<file path="src/rtl/ex_alu_unit.sv">
// ex_alu_unit: execute-stage ALU-control decode, 32-bit ALU with HI/LO
// division registers, and EX/MEM store-data forwarding select generation.
module ex_alu_unit (
    input  logic        Clock,
    input  logic        Reset,
    input  logic [5:0]  Funct,
    input  logic [2:0]  ALUCtrl,
    input  logic [31:0] A,
    input  logic [31:0] B,
    input  logic [4:0]  Shamt,
    output logic [3:0]  ALUOp,
    output logic [31:0] ALUOut,
    input  logic        MEMWB_MemToReg,
    input  logic        MEMWB_RegWrite,
    input  logic        EXMEM_RegWrite,
    input  logic        EXMEM_MemWrite,
    input  logic [4:0]  IDEX_RegRs,
    input  logic [4:0]  IDEX_RegRt,
    input  logic [4:0]  EXMEM_RegRd,
    input  logic [4:0]  MEMWB_RegRd,
    output logic [1:0]  ForA,
    output logic [1:0]  ForB,
    output logic        ForC
);

    localparam logic [3:0] OP_ADD  = 4'd0;
    localparam logic [3:0] OP_SUB  = 4'd1;
    localparam logic [3:0] OP_AND  = 4'd2;
    localparam logic [3:0] OP_OR   = 4'd3;
    localparam logic [3:0] OP_SLT  = 4'd4;
    localparam logic [3:0] OP_SLL  = 4'd5;
    localparam logic [3:0] OP_LUI  = 4'd6;
    localparam logic [3:0] OP_MUL  = 4'd7;
    localparam logic [3:0] OP_DIV  = 4'd8;
    localparam logic [3:0] OP_MFHI = 4'd9;
    localparam logic [3:0] OP_MFLO = 4'd10;

    logic signed [31:0] a_s;
    logic signed [31:0] b_s;
    logic signed [31:0] mul_lo;
    logic signed [31:0] hi;
    logic signed [31:0] lo;

    assign a_s    = A;
    assign b_s    = B;
    // Only the low word of the product is kept, so a 32-bit signed multiply suffices.
    assign mul_lo = a_s * b_s;

    // Select source for one operand: EX/MEM result wins over MEM/WB; r0 never forwards.
    function automatic logic [1:0] fwd_sel(input logic [4:0] src,
                                           input logic       ex_wr,
                                           input logic [4:0] ex_rd,
                                           input logic       wb_wr,
                                           input logic [4:0] wb_rd);
        logic [1:0] sel;
        sel = 2'b00;
        if (ex_wr && (ex_rd != 5'd0) && (ex_rd == src))
            sel = 2'b10;
        else if (wb_wr && (wb_rd != 5'd0) && (wb_rd == src))
            sel = 2'b01;
        return sel;
    endfunction

    // Decode instruction class and R-type function field into the ALU operation.
    always_comb begin
        ALUOp = OP_ADD;
        case (ALUCtrl)
            3'd0: ALUOp = OP_ADD;
            3'd1: begin
                case (Funct)
                    6'h20:   ALUOp = OP_ADD;
                    6'h22:   ALUOp = OP_SUB;
                    6'h24:   ALUOp = OP_AND;
                    6'h25:   ALUOp = OP_OR;
                    6'h2A:   ALUOp = OP_SLT;
                    6'h00:   ALUOp = OP_SLL;
                    6'h18:   ALUOp = OP_MUL;
                    6'h1A:   ALUOp = OP_DIV;
                    6'h10:   ALUOp = OP_MFHI;
                    6'h12:   ALUOp = OP_MFLO;
                    default: ALUOp = OP_ADD;   // includes jr (0x08)
                endcase
            end
            3'd2: ALUOp = OP_LUI;
            3'd3: ALUOp = OP_OR;
            3'd4: ALUOp = OP_SUB;
            3'd5: ALUOp = OP_SUB;
            3'd6: ALUOp = OP_ADD;
            3'd7: ALUOp = OP_ADD;
            default: ALUOp = OP_ADD;
        endcase
    end

    // Compute the ALU result; DIV itself and the unused codes produce zero.
    always_comb begin
        ALUOut = 32'd0;
        case (ALUOp)
            OP_ADD:  ALUOut = A + B;
            OP_SUB:  ALUOut = A - B;
            OP_AND:  ALUOut = A & B;
            OP_OR:   ALUOut = A | B;
            OP_SLT:  ALUOut = {31'd0, (a_s < b_s)};
            OP_SLL:  ALUOut = B << Shamt;
            OP_LUI:  ALUOut = {B[15:0], 16'h0000};
            OP_MUL:  ALUOut = mul_lo;
            OP_MFHI: ALUOut = hi;
            OP_MFLO: ALUOut = lo;
            default: ALUOut = 32'd0;
        endcase
    end

    // HI/LO capture signed quotient/remainder on DIV; divide-by-zero leaves them untouched.
    always_ff @(posedge Clock) begin
        if (!Reset) begin
            hi <= '0;
            lo <= '0;
        end else if ((ALUOp == OP_DIV) && (B != 32'd0)) begin
            lo <= a_s / b_s;
            hi <= a_s % b_s;
        end
    end

    // Forwarding selects for the EX operand muxes and the MEM store-data mux.
    always_comb begin
        ForA = fwd_sel(IDEX_RegRs, EXMEM_RegWrite, EXMEM_RegRd, MEMWB_RegWrite, MEMWB_RegRd);
        ForB = fwd_sel(IDEX_RegRt, EXMEM_RegWrite, EXMEM_RegRd, MEMWB_RegWrite, MEMWB_RegRd);
        ForC = EXMEM_MemWrite && MEMWB_RegWrite && MEMWB_MemToReg &&
               (MEMWB_RegRd != 5'd0) && (MEMWB_RegRd == EXMEM_RegRd);
    end

endmodule

</file>
<file path="config.mk">
export PLATFORM = sky130hd
export DESIGN_NAME = ex_alu_unit
export DESIGN_NICKNAME = d
export VERILOG_FILES = /design/src/rtl/ex_alu_unit.sv
export SDC_FILE = /design/constraint.sdc
export NUM_CORES = 2
export LEC_CHECK = 0
export CAP_MARGIN = 25
export CORE_MARGIN = 2
export CORE_UTILIZATION = 45
export CTS_CLUSTER_SIZE = 10
export DETAILED_ROUTE_END_ITERATION = 10
export SETUP_SLACK_MARGIN = 0.1
export SKIP_LAST_GASP = 1
export SLEW_MARGIN = 5
export SYNTH_ARGS = -nofsm -noshare
export SYNTH_HDL_FRONTEND = slang
export SYNTH_SLANG_ARGS = --single-unit
</file>
<file path="constraint.sdc">
create_clock -name Clock -period 203.6 [get_ports Clock]
set_clock_uncertainty 0.05 [all_clocks]
set_input_delay 20.36 -clock Clock [delete_from_list [all_inputs] [get_ports Clock]]
set_output_delay 20.36 -clock Clock [all_outputs]
set_load 0.02 [all_outputs]
</file>
---- Word-level counts from Yosys, hierarchy flattened ----
Index checks and enable logic that the tools add are counted.
cells by class
  add/sub/neg operators ................... 2
  $mul .................................... 1
  div/mod/pow operators ................... 2
  $lt $le $gt $ge ......................... 1
  eq/ne operators ......................... 30
  shifts and indexed selects .............. 1
  muxes and demuxes ....................... 7
  bitwise logic cells ..................... 2
  reduce and logical (&&, ||, !) cells .... 19
operators with widths
  cell                                                                    number
  32-bit case mux with 10 select lines                                    1
  4-bit case mux with 9 select lines                                      1
  32-bit adder                                                            1
  32-bit bitwise AND                                                      1
  32-bit by 32-bit divider with 32-bit output                             1
  32-bit less-than comparator                                             1
  32-bit by 32-bit modulo with 32-bit output                              1
  32-bit by 32-bit multiplier with 32-bit output                          1
  32-bit OR                                                               1
  32-bit nonzero test                                                     1
  32-bit by 5-bit left shift with 32-bit output                           1
  32-bit subtractor                                                       1
  5-bit equality test                                                     5
  6-bit by 5-bit equality test with 1-bit output (second input constant)  4
  6-bit equality test (second input constant)                             4
  4-bit case mux with 5 select lines                                      1
  4-bit by 3-bit equality test with 1-bit output (second input constant)  4
  3-bit equality test (second input constant)                             4
  4-bit equality test (second input constant)                             3
  1-bit logical AND                                                       11
  5-bit nonzero test                                                      2
  4-bit by 2-bit equality test with 1-bit output (second input constant)  2
  3-bit by 2-bit equality test with 1-bit output (second input constant)  2
  6-bit zero test                                                         1
  8 further kinds                                                         10
storage, ports and cells
  flip-flop bits (word level) ............. 64
  input bits .............................. 104
  output and inout bits ................... 41
  logic and storage cells ................. 67

---- Logic depth before layout (Yosys ltp) ----
  depth in word-level cells ............... 5
  gate-level depth with buffers ........... 399
  depth with buffers taken out ............ 361

---- Least setup slack after synthesis ----
No wires, ideal clock.
  path kind ............................... input port to flip-flop
  start point ............................. in B[0]
  end point ............................... reg hi[31]
  library setup time ...................... 0.063 ns
  arrival time ............................ 104.165 ns
  required time ........................... 203.487 ns
  slack ................................... 99.322 ns
  stages on the path ...................... 365
  buffers on the path ..................... 61
  path through ............................ inv_1 -> clkbuf_1 -> ha_1 -> nor3b_1 -> a41oi_1 -> a311oi_1 -> nand3_1 -> nor4_1 -> nand3_1 -> nor3_1 -> a31oi_1 -> a31oi_1 -> ha_1 -> o21ai_0 -> nand2b_1 -> nand3_1 -> nor4_1 -> nand3_1 -> (+329 left out) -> o21a_1 -> o21ai_0 -> a31oi_1 -> o211ai_1 -> nand2_1 -> a31oi_1 -> nor2_1 -> clkbuf_1 -> a221oi_1 -> nand3_1 -> or2_0 -> nor2_1 -> nand3_1 -> or4_4 -> or4_4 -> or3_1 -> or4_1 -> nand3_1
between the ends
  word-level cells in the longest chain between the ends .. 2
  elaborated cells on any way between the ends .. 3
  those cells by class .................... div: 1; reduce/logical: 2
ends and longest elaborated chain
  element                                                                             RTL line  source
  start: declaration                                                                  9         input logic [31:0] B,
  branches (longest 2 deep; another with 32-bit by 32-bit modulo with 32-bit output)  --
  end signal: assignment                                                              119       hi <= a_s % b_s;
  end: declaration                                                                    41        logic signed [31:0] hi;
Parallel ways; which one is timed is not known.
A chain may end at the register's enable or synchronous reset.

---- Worst setup path after layout ----
  start point ............................. in B[2]
  end point ............................... reg lo[30]
between the ends
  word-level cells in the longest chain between the ends .. 2
  elaborated cells on any way between the ends .. 3
  those cells by class .................... div: 1; reduce/logical: 2
ends and longest elaborated chain
  element                                                                              RTL line  source
  branches (longest 2 deep; another with 32-bit by 32-bit divider with 32-bit output)  --
  end signal: assignment                                                               118       lo <= a_s / b_s;
  end: declaration                                                                     42        logic signed [31:0] lo;
Parallel ways; which one is timed is not known.

==> impl_metrics.yaml <==
run_status:
  run_status: "finished clean"
worst_setup_path:
  worst_setup_path_start_kind: "input pin"
  cpPeakStageDelay_ns: 1.03
  cpMostUsedCell: "ha_1"
  end_kind: "flop"
  critPathBufInv: 26
  critPathTopFamily: "compound AO/OA/AOI/OAI gates"
  worst-setup-path-type: "in2reg"
  crit_fanout: 45
  slowest_stage: "nor3_1"
  required_ns: 203.85
  cp_data_arrival_time_ns: 121.89
cts:
  cts.sinks: 64
  path_clk_slew_ns: 0.07
  cts_hold_buf: 0
  cts_tree: "yes"
  numCtsBuffers: 9
  post_cts_buffers: 0
  htree_num_levels: 3
  insertion_delay_ns: 0.36
  clockRootBuffer: "clkbuf_16"
  cts_resized: 0
  clock_path_buffers: 2
cells_and_area:
  syn_to_final_growth_pct: 7.822
  drive_gt1_share_pct: 5.666
  layout_common_cells: "1,090 x nand2_1, 881 x nor2_1, 784 x inv_1, 778 x ha_1, 579 x a21oi_1"
  fillers: 13280
  nNetsFinal: 9619
  stdcell_area_sq_um: 62850
  layout_commonest_cell: "nand2_1"
power:
  power.leakage_uw: 0.02899
  ir_drop_mv: 0.03694
  power.density_nw_per_um2: 16.93
routing:
  final_antenna_net_count: 0
  routed_wirelength_microns: 301100
  vias: 66850
  via_per_inst: 6.632
  route.detailed.drc: 0
  dr.first_iter.drc_count: 8634
  first_pass_iters: 8
  wl_per_cell_microns: 29.87
synth:
  synthesis.area_sq_um: 58290
  syn_inst: 8316
  ys_seq_area_share_pct: 2.198
  synthArstFlopShare_pct: 0
  synth-seq-cells: 64
  syn-num-nets: 9609
  synth.avg_cell_area_sq_um: 7.009
  yosysWarnings: 0
  ys.flop_type: "dfxtp_1"
  synth_edf_count: 0
  synth.distinct_cells: 95
floorplanning:
  die_h_microns: 363.9
  ios: 145
  core_area_sq_um: 129000
  num_rows: 132
  die_w_microns: 363.9
  start_util_pct: 45.19
  die-area_sq_um: 132400
global_route:
  grt_overflow: 0
  antenna_found_initial: 18
  grt_max_degree: 103
  track_usage_pct: 44.13
  grt_pass1_vias: 62480
  grt_pass1_wl_microns: 431200
sta:
  rsz0062_at_grt: "no"
  finalSetupTns_ns: 0
  hold_viol_final: 0
  setup_viol: 0
  clock.fmax_mhz: 8.220
  min_period_ns: 121.65
  slew-limit-headroom_pct: 14.75
  slew_viol_final: 0
  worst_pin_slew_ns: 1.269
  fin_crit_sh_pct: 59.75
job:
  drv_cap: 0
worst_hold_path:
  hold_class: "reg2reg"
placement:
  place.gp.congestion: 1.082
  detailed_place_hpwl_microns: 236000
  port_buffers: 144
  place_area_sq_um: 62460
## cells by family (layout without fill, tap and decap cells)
kind of cell	Yosys count	count (layout)	share of synthesized area, %
buffers and inverters	1165	1179	7.526
muxes	111	111	2.252
DFF	64	64	2.198
other	0	8	0
and+or+nand+nor	3022	3022	23.58
adders and majority gates	1189	1189	30.82
AOI/OAI and AO/OA	2158	2158	24.47
xor gates and xnor gates	607	607	9.153
## cells in the mapped netlist, types with 26 or more instances
library cell,instances,area [sq um]
nand2b_1,64,400.4
mux2i_1,58,580.6
a211oi_1,108,810.8
a21o_1,168,1261
o31ai_1,78,585.6
nor2b_1,74,462.9
a221o_1,31,310.3
nand2_1,1091,4095
or3_1,93,581.8
nor4_1,61,381.6
a221oi_1,46,402.9
and3_1,58,362.9
and2_1,44,275.3
o211ai_1,57,427.9
o21a_1,130,975.9
a31oi_1,84,525.5
nor2_1,885,3322
o21ai_0,392,1962
or4_1,28,210.2
xnor2_1,405,3547
nand3_1,186,930.9
dfxtp_1,64,1281
xor2_1,201,1760
a22oi_1,26,195.2
o22ai_1,34,212.7
inv_1,786,2950
or2_2,56,350.3
fa_1,411,8228
nor3_1,206,1031
mux2_2,41,461.7
o21bai_1,59,442.9
nand4_1,89,556.8
buf_1,85,319.1
ha_1,778,9734
clkbuf_1,272,1021
a21oi_1,579,2898
## per-stage QoR
stage	total power (uW)	util [%]	cells	hold WS (ns)	setup slack, ns
2_1_floorplan	729.8	-	8316	0.3815	99.32
3_3_place_gp	1013	48.35	10050	0.3905	86.10
3_5_place_dp	1012	48.42	10050	0.4010	85.68
4_1_cts	1040	48.67	10070	0.4085	85.63
5_1_grt	1151	48.71	10070	0.4211	76.65
6_report	1064	48.72	10080	0.4099	81.95
## registers in the layout, summed over array words and instances, names as in the netlist
name,flops
hi,32
lo,32
## routing by layer
metal / global-route usage [%] / up-vias / share of wire, %
li1: - / 29240 / -
met1: 58.04 / 32030 / 39
met2: 65.79 / 4499 / 41
met3: 10.30 / 1066 / 12
met4: 25.60 / 12 / 7.5
met5: 0 / - / 0.026
## power breakdown
part,leakage (uW),total (uW),switching (uW),internal (uW)
logic,0.0283,1030,631,402
registers,0.000515,12.7,0.0796,12.6
clock network,0.000155,18.1,7.08,11.0
total,0.0290,1060,639,426
## worst paths after layout
path | from | end | slack (ns) | cells past startpoint
setup / recovery | B[2] | lo[30]$_SDFFE_PN0P_ | 81.95 | 345
hold / removal | hi[9]$_SDFFE_PN0P_ | hi[9]$_SDFFE_PN0P_ | 0.41 | 2
setup reg to reg | lo[19]$_SDFFE_PN0P_ | lo[19]$_SDFFE_PN0P_ | 202.53 | 2
hold reg to reg | hi[9]$_SDFFE_PN0P_ | hi[9]$_SDFFE_PN0P_ | 0.41 | 2
## layout make-up
class | count | area (sq um) | area share, %
Clock buffer | 10 | 239.0 | 0.3803
Multi-Input combinational cell | 7087 | 52920 | 84.20
Inverter | 799 | 2999 | 4.772
Tap cell | 1742 | 2180 | 3.468
Timing Repair Buffer | 365 | 3127 | 4.975
Clock inverter | 5 | 81.33 | 0.1294
Sequential cell | 64 | 1281 | 2.039
Antenna cell | 8 | 20.02 | 0.03185
## tightest hold or removal path: stages, from the launching register on
cell     delay [ns]
dfxtp_1        0.31
nand2_1        0.05
a21oi_1        0.05
No activity file was read; power rests on OpenSTA's default activity.
